**config.mk**
```make
export PLATFORM = sky130hd
export DESIGN_NAME = mem_access_unit
export DESIGN_NICKNAME = d
export VERILOG_FILES = /design/src/rtl/mem_pkg.sv /design/src/rtl/load_align.sv /design/src/rtl/mem_access_unit.sv
export SDC_FILE = /design/constraint.sdc
export NUM_CORES = 1
export LEC_CHECK = 0
export CAP_MARGIN = 10
export CELL_PAD_IN_SITES_DETAIL_PLACEMENT = 1
export CELL_PAD_IN_SITES_GLOBAL_PLACEMENT = 2
export CORE_MARGIN = 2
export CORE_UTILIZATION = 23
export DETAILED_ROUTE_END_ITERATION = 8
export GPL_ROUTABILITY_DRIVEN = 0
export GPL_TIMING_DRIVEN = 0
export PLACE_DENSITY = 0.83
export SYNTH_ARGS = -nofsm -noshare
export SYNTH_HDL_FRONTEND = slang
export SYNTH_SLANG_ARGS = --single-unit
```
**constraint.sdc**
```tcl
create_clock -name clk -period 1.9 [get_ports clk]
set_input_delay 0.475 -clock clk [delete_from_list [all_inputs] [get_ports clk]]
set_output_delay 0.475 -clock clk [all_outputs]
set_load 0.02 [all_outputs]
```
**src/rtl/mem_pkg.sv**
```systemverilog
// mem_pkg: shared definitions for the data-memory access path.
//   - default address/data widths and byte/half lane widths
//   - RISC-V load/store funct3 codes
//   - FSM state encoding of mem_access_unit
//   - access_size(): maps funct3 to byte/half/word; unlisted codes map to word
package mem_pkg;

   localparam int ADDR_WIDTH_DEF = 32;
   localparam int DATA_WIDTH_DEF = 32;
   localparam int BYTE_WIDTH     = 8;
   localparam int HALF_WIDTH     = 16;

   localparam logic [2:0] F3_B  = 3'b000;   // LB / SB
   localparam logic [2:0] F3_H  = 3'b001;   // LH / SH
   localparam logic [2:0] F3_W  = 3'b010;   // LW / SW
   localparam logic [2:0] F3_BU = 3'b100;   // LBU
   localparam logic [2:0] F3_HU = 3'b101;   // LHU

   typedef enum logic [1:0] {
      ST_IDLE  = 2'd0,
      ST_LOAD  = 2'd1,
      ST_MERGE = 2'd2,
      ST_WRITE = 2'd3
   } mem_state_t;

   typedef enum logic [1:0] {
      SZ_BYTE = 2'd0,
      SZ_HALF = 2'd1,
      SZ_WORD = 2'd2
   } access_size_t;

   // Stores only have SB/SH/SW, so the unsigned load codes fall to word there.
   function automatic access_size_t access_size(input logic [2:0] funct3,
                                                input logic       is_store);
      access_size_t sz;
      sz = SZ_WORD;
      if (is_store) begin
         case (funct3)
            F3_B:    sz = SZ_BYTE;
            F3_H:    sz = SZ_HALF;
            default: sz = SZ_WORD;
         endcase
      end else begin
         case (funct3)
            F3_B, F3_BU: sz = SZ_BYTE;
            F3_H, F3_HU: sz = SZ_HALF;
            default:     sz = SZ_WORD;
         endcase
      end
      return sz;
   endfunction

endpackage

```
**src/rtl/load_align.sv**
```systemverilog
// load_align: combinational extraction and extension of a load result.
// Shared with the writeback stage.
// Ports:
//   word   in  DATA_WIDTH  full memory word
//   offset in  2           byte offset within the word (already aligned to size)
//   funct3 in  3           access type (LB/LH/LW/LBU/LHU; others treated as word)
//   data   out DATA_WIDTH  sign- or zero-extended result
module load_align
   import mem_pkg::*;
#(
   parameter int DATA_WIDTH = DATA_WIDTH_DEF
) (
   input  logic [DATA_WIDTH-1:0] word,
   input  logic [1:0]            offset,
   input  logic [2:0]            funct3,
   output logic [DATA_WIDTH-1:0] data
);

   logic [BYTE_WIDTH-1:0] byte_lane;
   logic [HALF_WIDTH-1:0] half_lane;

   assign byte_lane = word[{offset, 3'b000} +: BYTE_WIDTH];
   // Halfwords only ever sit at offset 0 or 2.
   assign half_lane = word[{offset[1], 4'b0000} +: HALF_WIDTH];

   always_comb begin
      data = word;
      case (funct3)
         F3_B:    data = {{(DATA_WIDTH-BYTE_WIDTH){byte_lane[BYTE_WIDTH-1]}}, byte_lane};
         F3_BU:   data = {{(DATA_WIDTH-BYTE_WIDTH){1'b0}}, byte_lane};
         F3_H:    data = {{(DATA_WIDTH-HALF_WIDTH){half_lane[HALF_WIDTH-1]}}, half_lane};
         F3_HU:   data = {{(DATA_WIDTH-HALF_WIDTH){1'b0}}, half_lane};
         default: data = word;
      endcase
   end

endmodule

```
**src/rtl/mem_access_unit.sv**
```systemverilog
// mem_access_unit: MEM-stage load/store sequencer in front of a word-wide
// data memory with combinational reads.
//   Loads  : IDLE -> LOAD  -> IDLE (loadValid pulses in the cycle back in IDLE)
//   SW     : IDLE -> WRITE -> IDLE
//   SB/SH  : IDLE -> MERGE -> WRITE -> IDLE (read-modify-write of the word)
// Handshake: a request is taken on a rising edge where the unit is IDLE
// (stall low) and exValid is high with exRead or exWrite; upstream holds the
// request unchanged while stall is high. Read and write together is a store.
// Build option MEM_MISALIGN_TRAP_EN: misaligned half/word accesses are taken,
// dropped without memory activity, and flagged by a one-cycle misalign pulse.
// Without it, low address bits below the access size are ignored.
// Ports:
//   clk, rstn                      clock, asynchronous active-low reset
//   exValid/exRead/exWrite         request qualifiers from EX/MEM
//   exFunct3/exAddr/exWriteData    access type, byte address, store data
//   exPc                           PC of the request
//   stall                          unit busy
//   memReadAddr/memWriteAddr       word-aligned captured address
//   memWriteEnable/memWriteData    one-cycle full-word write
//   memPc                          PC of the captured request
//   memReadData                    combinational read data
//   loadData/loadValid             extended load result, one-cycle pulse
//   misalign                       misaligned-access pulse
//   fsm_state                      current FSM state (observation only)
module mem_access_unit
   import mem_pkg::*;
#(
   parameter int ADDR_WIDTH = ADDR_WIDTH_DEF,
   parameter int DATA_WIDTH = DATA_WIDTH_DEF
) (
   input  logic                  clk,
   input  logic                  rstn,
   input  logic                  exValid,
   input  logic                  exRead,
   input  logic                  exWrite,
   input  logic [2:0]            exFunct3,
   input  logic [ADDR_WIDTH-1:0] exAddr,
   input  logic [DATA_WIDTH-1:0] exWriteData,
   input  logic [ADDR_WIDTH-1:0] exPc,
   output logic                  stall,
   output logic [ADDR_WIDTH-1:0] memReadAddr,
   output logic [ADDR_WIDTH-1:0] memWriteAddr,
   output logic                  memWriteEnable,
   output logic [DATA_WIDTH-1:0] memWriteData,
   output logic [ADDR_WIDTH-1:0] memPc,
   input  logic [DATA_WIDTH-1:0] memReadData,
   output logic [DATA_WIDTH-1:0] loadData,
   output logic                  loadValid,
   output logic                  misalign,
   output mem_state_t            fsm_state
);

   mem_state_t            state, state_next;
   access_size_t          size_in;
   logic                  accept;
   logic                  mis_in;
   logic [1:0]            off_in;

   logic [ADDR_WIDTH-1:0] addr_q;
   logic [ADDR_WIDTH-1:0] pc_q;
   logic [1:0]            off_q;
   logic [2:0]            f3_q;
   logic [DATA_WIDTH-1:0] wdata_q;
   logic [DATA_WIDTH-1:0] load_data_q;
   logic                  load_valid_q;

   logic [DATA_WIDTH-1:0] aligned_data;
   logic [DATA_WIDTH-1:0] lane_mask;
   logic [DATA_WIDTH-1:0] lane_data;
   logic [DATA_WIDTH-1:0] merged;

   // Request decode and next state.
   always_comb begin
      size_in = access_size(exFunct3, exWrite);
      mis_in  = 1'b0;
`ifdef MEM_MISALIGN_TRAP_EN
      mis_in  = ((size_in == SZ_HALF) && exAddr[0]) ||
                ((size_in == SZ_WORD) && (exAddr[1:0] != 2'b00));
`endif
      accept     = (state == ST_IDLE) && exValid && (exRead || exWrite);
      state_next = state;
      case (state)
         ST_IDLE: begin
            if (accept && !mis_in) begin
               if (!exWrite)                state_next = ST_LOAD;
               else if (size_in == SZ_WORD) state_next = ST_WRITE;
               else                         state_next = ST_MERGE;
            end
         end
         ST_LOAD:  state_next = ST_IDLE;
         ST_MERGE: state_next = ST_WRITE;
         ST_WRITE: state_next = ST_IDLE;
         default:  state_next = ST_IDLE;
      endcase
   end

   // Byte offset forced to the access size; a trapped misaligned access
   // never uses it.
   always_comb begin
      off_in = 2'b00;
      case (size_in)
         SZ_BYTE: off_in = exAddr[1:0];
         SZ_HALF: off_in = {exAddr[1], 1'b0};
         default: off_in = 2'b00;
      endcase
   end

   // Read-modify-write: replace the addressed byte/half lane of the word.
   always_comb begin
      if (f3_q == F3_H)
         lane_mask = DATA_WIDTH'(16'hFFFF) << {off_q, 3'b000};
      else
         lane_mask = DATA_WIDTH'(8'hFF) << {off_q, 3'b000};
      lane_data = wdata_q << {off_q, 3'b000};
      merged    = (memReadData & ~lane_mask) | (lane_data & lane_mask);
   end

   load_align #(.DATA_WIDTH(DATA_WIDTH)) u_load_align (
      .word   (memReadData),
      .offset (off_q),
      .funct3 (f3_q),
      .data   (aligned_data)
   );

   always_ff @(posedge clk or negedge rstn) begin
      if (!rstn) state <= ST_IDLE;
      else       state <= state_next;
   end

   always_ff @(posedge clk or negedge rstn) begin
      if (!rstn) begin
         addr_q       <= '0;
         pc_q         <= '0;
         off_q        <= '0;
         f3_q         <= '0;
         wdata_q      <= '0;
         load_data_q  <= '0;
         load_valid_q <= 1'b0;
      end else begin
         load_valid_q <= (state == ST_LOAD);
         if (accept) begin
            addr_q  <= {exAddr[ADDR_WIDTH-1:2], 2'b00};
            pc_q    <= exPc;
            off_q   <= off_in;
            f3_q    <= exFunct3;
            wdata_q <= exWriteData;
         end
         if (state == ST_MERGE) wdata_q     <= merged;
         if (state == ST_LOAD)  load_data_q <= aligned_data;
      end
   end

`ifdef MEM_MISALIGN_TRAP_EN
   logic misalign_q;
   always_ff @(posedge clk or negedge rstn) begin
      if (!rstn) misalign_q <= 1'b0;
      else       misalign_q <= accept && mis_in;
   end
   assign misalign = misalign_q;
`else
   assign misalign = 1'b0;
`endif

   assign stall          = (state != ST_IDLE);
   assign memWriteEnable = (state == ST_WRITE);
   assign memReadAddr    = addr_q;
   assign memWriteAddr   = addr_q;
   assign memWriteData   = wdata_q;
   assign memPc          = pc_q;
   assign loadData       = load_data_q;
   assign loadValid      = load_valid_q;
   assign fsm_state      = state;

endmodule

```
==> flow_summary_export.csv, run 1 <==
group,metric,value,unit
status,status,"finished clean",
setup_path,worstPathCellList,"clkdlybuf4s50_1",
pwr,power.internal,10.58,mW
drt,drtAntennaViolNets,0,
drt,totalWireLength,27.64,mm
final_layout,design_area,0.01064,sq mm
setup_path,slowest_delay,0.65,ns
synth,ys_seq_elements,134,
die,dieArea,0.02937,sq mm
drt,vias,6463,
die,die_h,171.4,um
synth,synthCells,709,
die,core,0.02771,sq mm
sta,fin_setup_tns,0,ns
setup_path,path_delay_family,"buffers and inverters",
sta,worst_slew_pin_slew,0.6378,ns
synth,synth-edff-count,0,
drt,routed_via_density,4.532,
setup_path,worstPathRequired,1.42,ns
clock_tree,clk_latency,0.42,ns
pwr,swShare,44.55,%
final_layout,nets,1171,
global_route,grt_max_degree,76,
sta,max-slew-margin-rel,57.48,%
sta,setup_viol,0,
global_route,track_usage,18.54,%
pwr,power_frac_seq,27.9,%
sta,rsz0062_at_grt,"false",
pwr,power.total,19.07,mW
sta,hold_slack,0.04115,ns
worst_hold_path,hp-class,"in -> async",
setup_path,rr_worst_depth,4,
sta,fin_skew,0.01260,ns
die,rows,61,
synth,syn_area_per_cell,9.087,sq um
die,start_util,23.25,%
pwr,leakage,5.344,nW
clock_tree,cts_sinks,134,
clock_tree,cts.reportedPaths.clkPinSlew,0.07,ns
sta,drv_slew,0,
placement,dpl.hpwl,21.07,mm
drt,drt_iter0_drc,292,
setup_path,critPathBufInv,1,
global_route,antenna_found_initial,1,
pwr,pwr-share-clk,17.6,%
die,boundaryPins,302,
drt,drc,0,
setup_path,path_max_fanout,2,
placement,place_area,0.009922,sq mm
setup_path,criticalPathCategory,"reg -> out",
setup_path,cp_slowest_cell,"clkdlybuf4s50_1",
synth,syn_area,0.006442,sq mm
flow_run,maxCapViolations,0,
setup_path,critPathLaunchType,"flop",
pwr,comb_power_share,54.5,%
final_layout,drive_gt1_share,13.75,%
pwr,power.density,1793,mW/mm^2
synth,yosys_warnings,0,
final_layout,syn_to_final_growth,65.16,%
sta,period_share,98.56,%
placement,port-buffer-count,296,
synth,synth_seq_area_share,52.05,%
global_route,grt_pass1_vias,6754,
setup_path,end_kind,"output pin",
sta,hold_viol,0,
synth,async_reset_ff_share,100.0,%
pwr,p_switching,8.498,mW
clock_tree,cts_tree,"yes",
synth,synth_ff_type,"dfrtp_1",
global_route,grt_pass1_wl,40.82,mm
global_route,grt_overflow,0,
clock_tree,cts_buffers,17,
sta,fmax,534.0,MHz
drt,dr.pass1.iters,4,
synth,yosysUniqueCellTypes,44,
die,die_x,171.4,um
sta,period_needed,1.873,ns
pwr,peakVddDrop,0.0005440,V
clock_tree,cts-root-buf,"clkbuf_16",
clock_tree,clk_path_buf_depth,2,
setup_path,cp.arrival,1.40,ns
drt,wl_per_cell,19.38,um
clock_tree,htreeDepth,4,
setup_path,cp.depth,1,
[power by group through the flow]
stage	Sequential, mW	Clock [mW]	Combinational [mW]
floorplan	6.83	0	4.27
global placement	5.41	0	10.8
detailed placement	5.46	0	11.0
CTS	5.36	3.44	10.5
global route	5.54	3.55	11.3
finish	5.32	3.35	10.4
[cell usage after synthesis, types with 5 or more instances]
cell type  number  area share, %
nor2b_1         8           0.78
o211ai_1       13            1.5
mux2i_1        19            3.0
clkbuf_1       14           0.82
o21ai_0        19            1.5
nand3_1        14            1.1
a21oi_1        44            3.4
mux2_2         15            2.6
buf_4          36            4.2
and2_1          7           0.68
nor2_1         34            2.0
a22oi_1        15            1.7
buf_2          23            1.8
dfrtp_1       134             52
o22ai_1        17            1.7
o221ai_1        8            1.1
buf_1           5           0.29
nand2_1       231             13
or3_1           6           0.58
nand2b_1        8           0.78
o2bb2ai_1       8            1.1
[layer usage]
layer / wire length (um) / GRT usage, % / vias to the layer above
met5: 0 / 0 / -
met4: 495 / 6.448 / 0
met3: 1523 / 3.613 / 28
met2: 13430 / 30.42 / 204
met1: 12190 / 24.39 / 3226
li1: - / - / 3005
[cell usage in the layout (no fill, tap or decap), types with 7 or more instances in the layout]
| master | netlist | routed |
|---|---|---|
| a21oi_1 | 44 | 44 |
| a22oi_1 | 15 | 15 |
| and2_1 | 7 | 7 |
| buf_2 | 23 | 18 |
| buf_4 | 36 | 44 |
| clkbuf_16 | 0 | 17 |
| clkbuf_2 | 0 | 8 |
| clkdlybuf4s50_1 | 0 | 155 |
| dfrtp_1 | 134 | 132 |
| dlygate4sd2_1 | 0 | 90 |
| dlymetal6s2s_1 | 0 | 49 |
| mux2_2 | 15 | 15 |
| mux2i_1 | 19 | 17 |
| nand2_1 | 231 | 230 |
| nand2b_1 | 8 | 8 |
| nand3_1 | 14 | 14 |
| nor2_1 | 34 | 33 |
| nor2b_1 | 8 | 8 |
| o211ai_1 | 13 | 13 |
| o21ai_0 | 19 | 19 |
| o221ai_1 | 8 | 8 |
| o22ai_1 | 17 | 17 |
| o2bb2ai_1 | 8 | 8 |
[cells by family after synthesis]
group,synth area share (%)
simple gates,20.49
compound gates,14.45
mux,5.574
flops,52.05
buf+inv,7.380
other cells,0.05821
[final timing paths]
path	from	endpoint	slack, ns
worst min-delay path	rstn	memWriteData[6]	0.04
min in group clk	exWrite	fsm_state[0]	0.47
worst max-delay path	memPc[2]	memPc[2]	0.03
worst max register to register	off_q[0]	flop	0.09
max in group asynchronous	rstn	memReadAddr[21]	1.03
worst min register to register	memPc[2]	memPc[2]	0.47
[area by class of cell]
cell class / instances / area [sq um]
diodes: 1 / 2.502
plain buffers: 78 / 485.5
clock buffers: 17 / 425.4
clock inverters: 14 / 152.6
fillers: 3225 / 17070
inverters: 5 / 18.77
multi-input cells: 496 / 2685
flip-flops and latches: 134 / 3356
well taps: 378 / 473.0
repair buffers: 303 / 3042
[stage by stage]
| step | setup WS, ns | cells | utilization [%] |
|---|---|---|---|
| 4_1_cts | 0.0004279 | 1422 | 37.74 |
| 6_report | 0.02732 | 1426 | 38.40 |
| 5_1_grt | 0.001257 | 1426 | 38.40 |
| 3_3_place_gp | -5.632 | 1387 | 35.71 |
| 3_5_place_dp | -0.7187 | 1388 | 35.81 |
| 2_1_floorplan | 0.1536 | 713 | - |
[repair_timing]
item,CTS,global route
endpoints found under the setup margin,203,150
resized for setup,111,68
buffers inserted,3,3
pin swaps,1,1
hold buffers,0,0
Power figures use the tool's default switching activity.
==> run 2, diff against run 1 <==
--- a/config.mk
+++ b/config.mk
@@ -5,15 +5,15 @@
 export SDC_FILE = /design/constraint.sdc
 export NUM_CORES = 1
 export LEC_CHECK = 0
-export CAP_MARGIN = 10
+export CAP_MARGIN = 40
 export CELL_PAD_IN_SITES_DETAIL_PLACEMENT = 1
 export CELL_PAD_IN_SITES_GLOBAL_PLACEMENT = 2
 export CORE_MARGIN = 2
-export CORE_UTILIZATION = 23
+export CORE_UTILIZATION = 24
+export CTS_BUF_LIST = sky130_fd_sc_hd__clkbuf_4 sky130_fd_sc_hd__clkbuf_8
 export DETAILED_ROUTE_END_ITERATION = 8
 export GPL_ROUTABILITY_DRIVEN = 0
-export GPL_TIMING_DRIVEN = 0
-export PLACE_DENSITY = 0.83
+export PLACE_DENSITY = 0.86
 export SYNTH_ARGS = -nofsm -noshare
 export SYNTH_HDL_FRONTEND = slang
 export SYNTH_SLANG_ARGS = --single-unit
==> flow_summary_export.csv, run 2 (same netlist as run 1, synthesis figures left out) <==
group,metric,value,unit
die,start_util,24.58,%
sta,drv_slew,0,
die,boundaryPins,302,
clock_tree,cts.reportedPaths.clkPinSlew,0.08,ns
setup_path,reg2reg_to,"loadData[14]",
sta,period_needed,1.837,ns
setup_path,path_max_fanout,4,
setup_path,reg2reg_slack,0.11,ns
die,die_h,167.8,um
drt,drc,0,
setup_path,criticalPathCategory,"reg -> out",
setup_path,cp.arrival,1.36,ns
sta,hold_viol,0,
sta,period_share,96.70,%
drt,vias,6371,
global_route,grt_pass1_vias,6641,
sta,rsz0062_at_grt,"false",
final_layout,syn_to_final_growth,57.91,%
clock_tree,clk_path_buf_depth,2,
sta,hold_slack,0.4138,ns
global_route,grt_max_degree,59,
placement,dpl.hpwl,20.01,mm
drt,drt_iter0_drc,405,
status,status,"finished clean",
final_layout,nets,1146,
drt,totalWireLength,26.22,mm
drt,drtAntennaViolNets,0,
drt,dr.pass1.iters,5,
clock_tree,cts_buffers,17,
setup_path,r2r-start,"off_q[1]",
global_route,grt_overflow,0,
final_layout,layout_commonest_cell,"nand2_1",
final_layout,mostFrequentLayoutCells,"nand2_1 (231), dlygate4sd2_1 (156), clkdlybuf4s50_1 (135)",
sta,fin_setup_tns,0,ns
die,die_x,167.8,um
sta,worst_slew_pin_slew,0.5564,ns
global_route,track_usage,18.58,%
final_layout,drive_gt1_share,11.83,%
drt,wl_per_cell,19.30,um
clock_tree,cts_tree,"yes",
sta,fin_skew,0.01256,ns
pwr,power.density,1722,mW/mm^2
global_route,antenna_found_initial,1,
clock_tree,cts_sinks,134,
clock_tree,cts-root-buf,"clkbuf_8",
flow_run,maxCapViolations,0,
clock_tree,postCtsSetupBuffers,0,
sta,fmax,544.3,MHz
sta,max-slew-margin-rel,62.77,%
placement,port-buffer-count,296,
setup_path,critPathLaunchType,"flop",
final_layout,fin_util,38.82,%
setup_path,end_kind,"output pin",
setup_path,crit_path_end,"memWriteEnable",
die,rows,59,
clock_tree,htreeDepth,4,
die,core,0.02621,sq mm
setup_path,worstPathRequired,1.42,ns
die,dieArea,0.02817,sq mm
setup_path,rr_worst_depth,4,
sta,setup_viol,0,
setup_path,critPathLaunch,"fsm_state[0]",
pwr,leakage,4.841,nW
pwr,peakVddDrop,0.0006192,V
clock_tree,clk_latency,0.45,ns
drt,routed_via_density,4.688,
global_route,grt_pass1_wl,40.05,mm
worst_hold_path,hp-class,"in -> async",
## run 2: cell types whose count changed in the layout (fill, tap and decap cells not counted), moves of 10 or more
cell             delta
buf_2              -17
clkbuf_16          -17
dlygate4sd2_1      +66
clkbuf_8           +18
dlymetal6s2s_1     -47
buf_12             +10
clkdlybuf4s50_1    -20
## run 2: how the worst min path moves through the flow
stage,start,end,slack (ns),cells past startpoint
final,rstn,async pin,0.41,2
after CTS,rstn,async pin,0.38,2
after global routing,rstn,async pin,0.42,2
after global placement,rstn,async pin,0.32,1
after detailed placement,rstn,async pin,0.32,1
after floorplan,rstn,async pin,0.18,0
## run 2: per-layer routing
layer | vias up | GRT usage, % | share of wire, %
li1 | 2970 | - | -
met1 | 3131 | 23.67 | 43
met2 | 238 | 30.69 | 48
met3 | 32 | 4.913 | 6.7
met4 | 0 | 6.200 | 2.3
met5 | - | 0 | 0
## run 2: timing repair
action | in CTS | in global routing
hold buffers | 1 | 0
setup endpoints to repair | 158 | 5
cloned | 0 | 0
gates resized for setup | 161 | 4
hold endpoints to repair | 12 | 0
## run 2: per-stage QoR
step / cells / area (sq um) / setup WS (ns) / power (mW)
final: 1359 / 10170 / 0.06277 / 17.52
after global routing: 1359 / 10170 / 0.004685 / 18.75
after CTS: 1358 / 10160 / 0.0002882 / 17.76
after detailed placement: 1325 / 9957 / -0.1951 / 16.41
after global placement: 1324 / 9950 / -0.1347 / 16.12
after floorplan: 713 / 6457 / 0.1536 / 11.10
## run 2: critical path, cell delays in order, from the launching register on
cell and delay, ns:
dfrtp_1 0.45, and2_1 0.19, clkdlybuf4s15_1 0.28
## run 2: where the power goes
group | leakage [nW] | internal, mW | switching (mW)
clock | 0.196 | 1.23 | 1.23
sequential | 1.60 | 4.26 | 1.02
combinational | 3.04 | 3.89 | 5.89
## run 2: area by class of cell
type                            instances  area (sq um)
Tap cell                              335         419.2
Clock inverter                         12         128.9
Antenna cell                            1         2.502
Multi-Input combinational cell        496          2641
Inverter                                5         18.77
Timing Repair Buffer                  356          3347
Clock buffer                           20         262.8
Fill cell                            3033         16030
Sequential cell                       134          3353
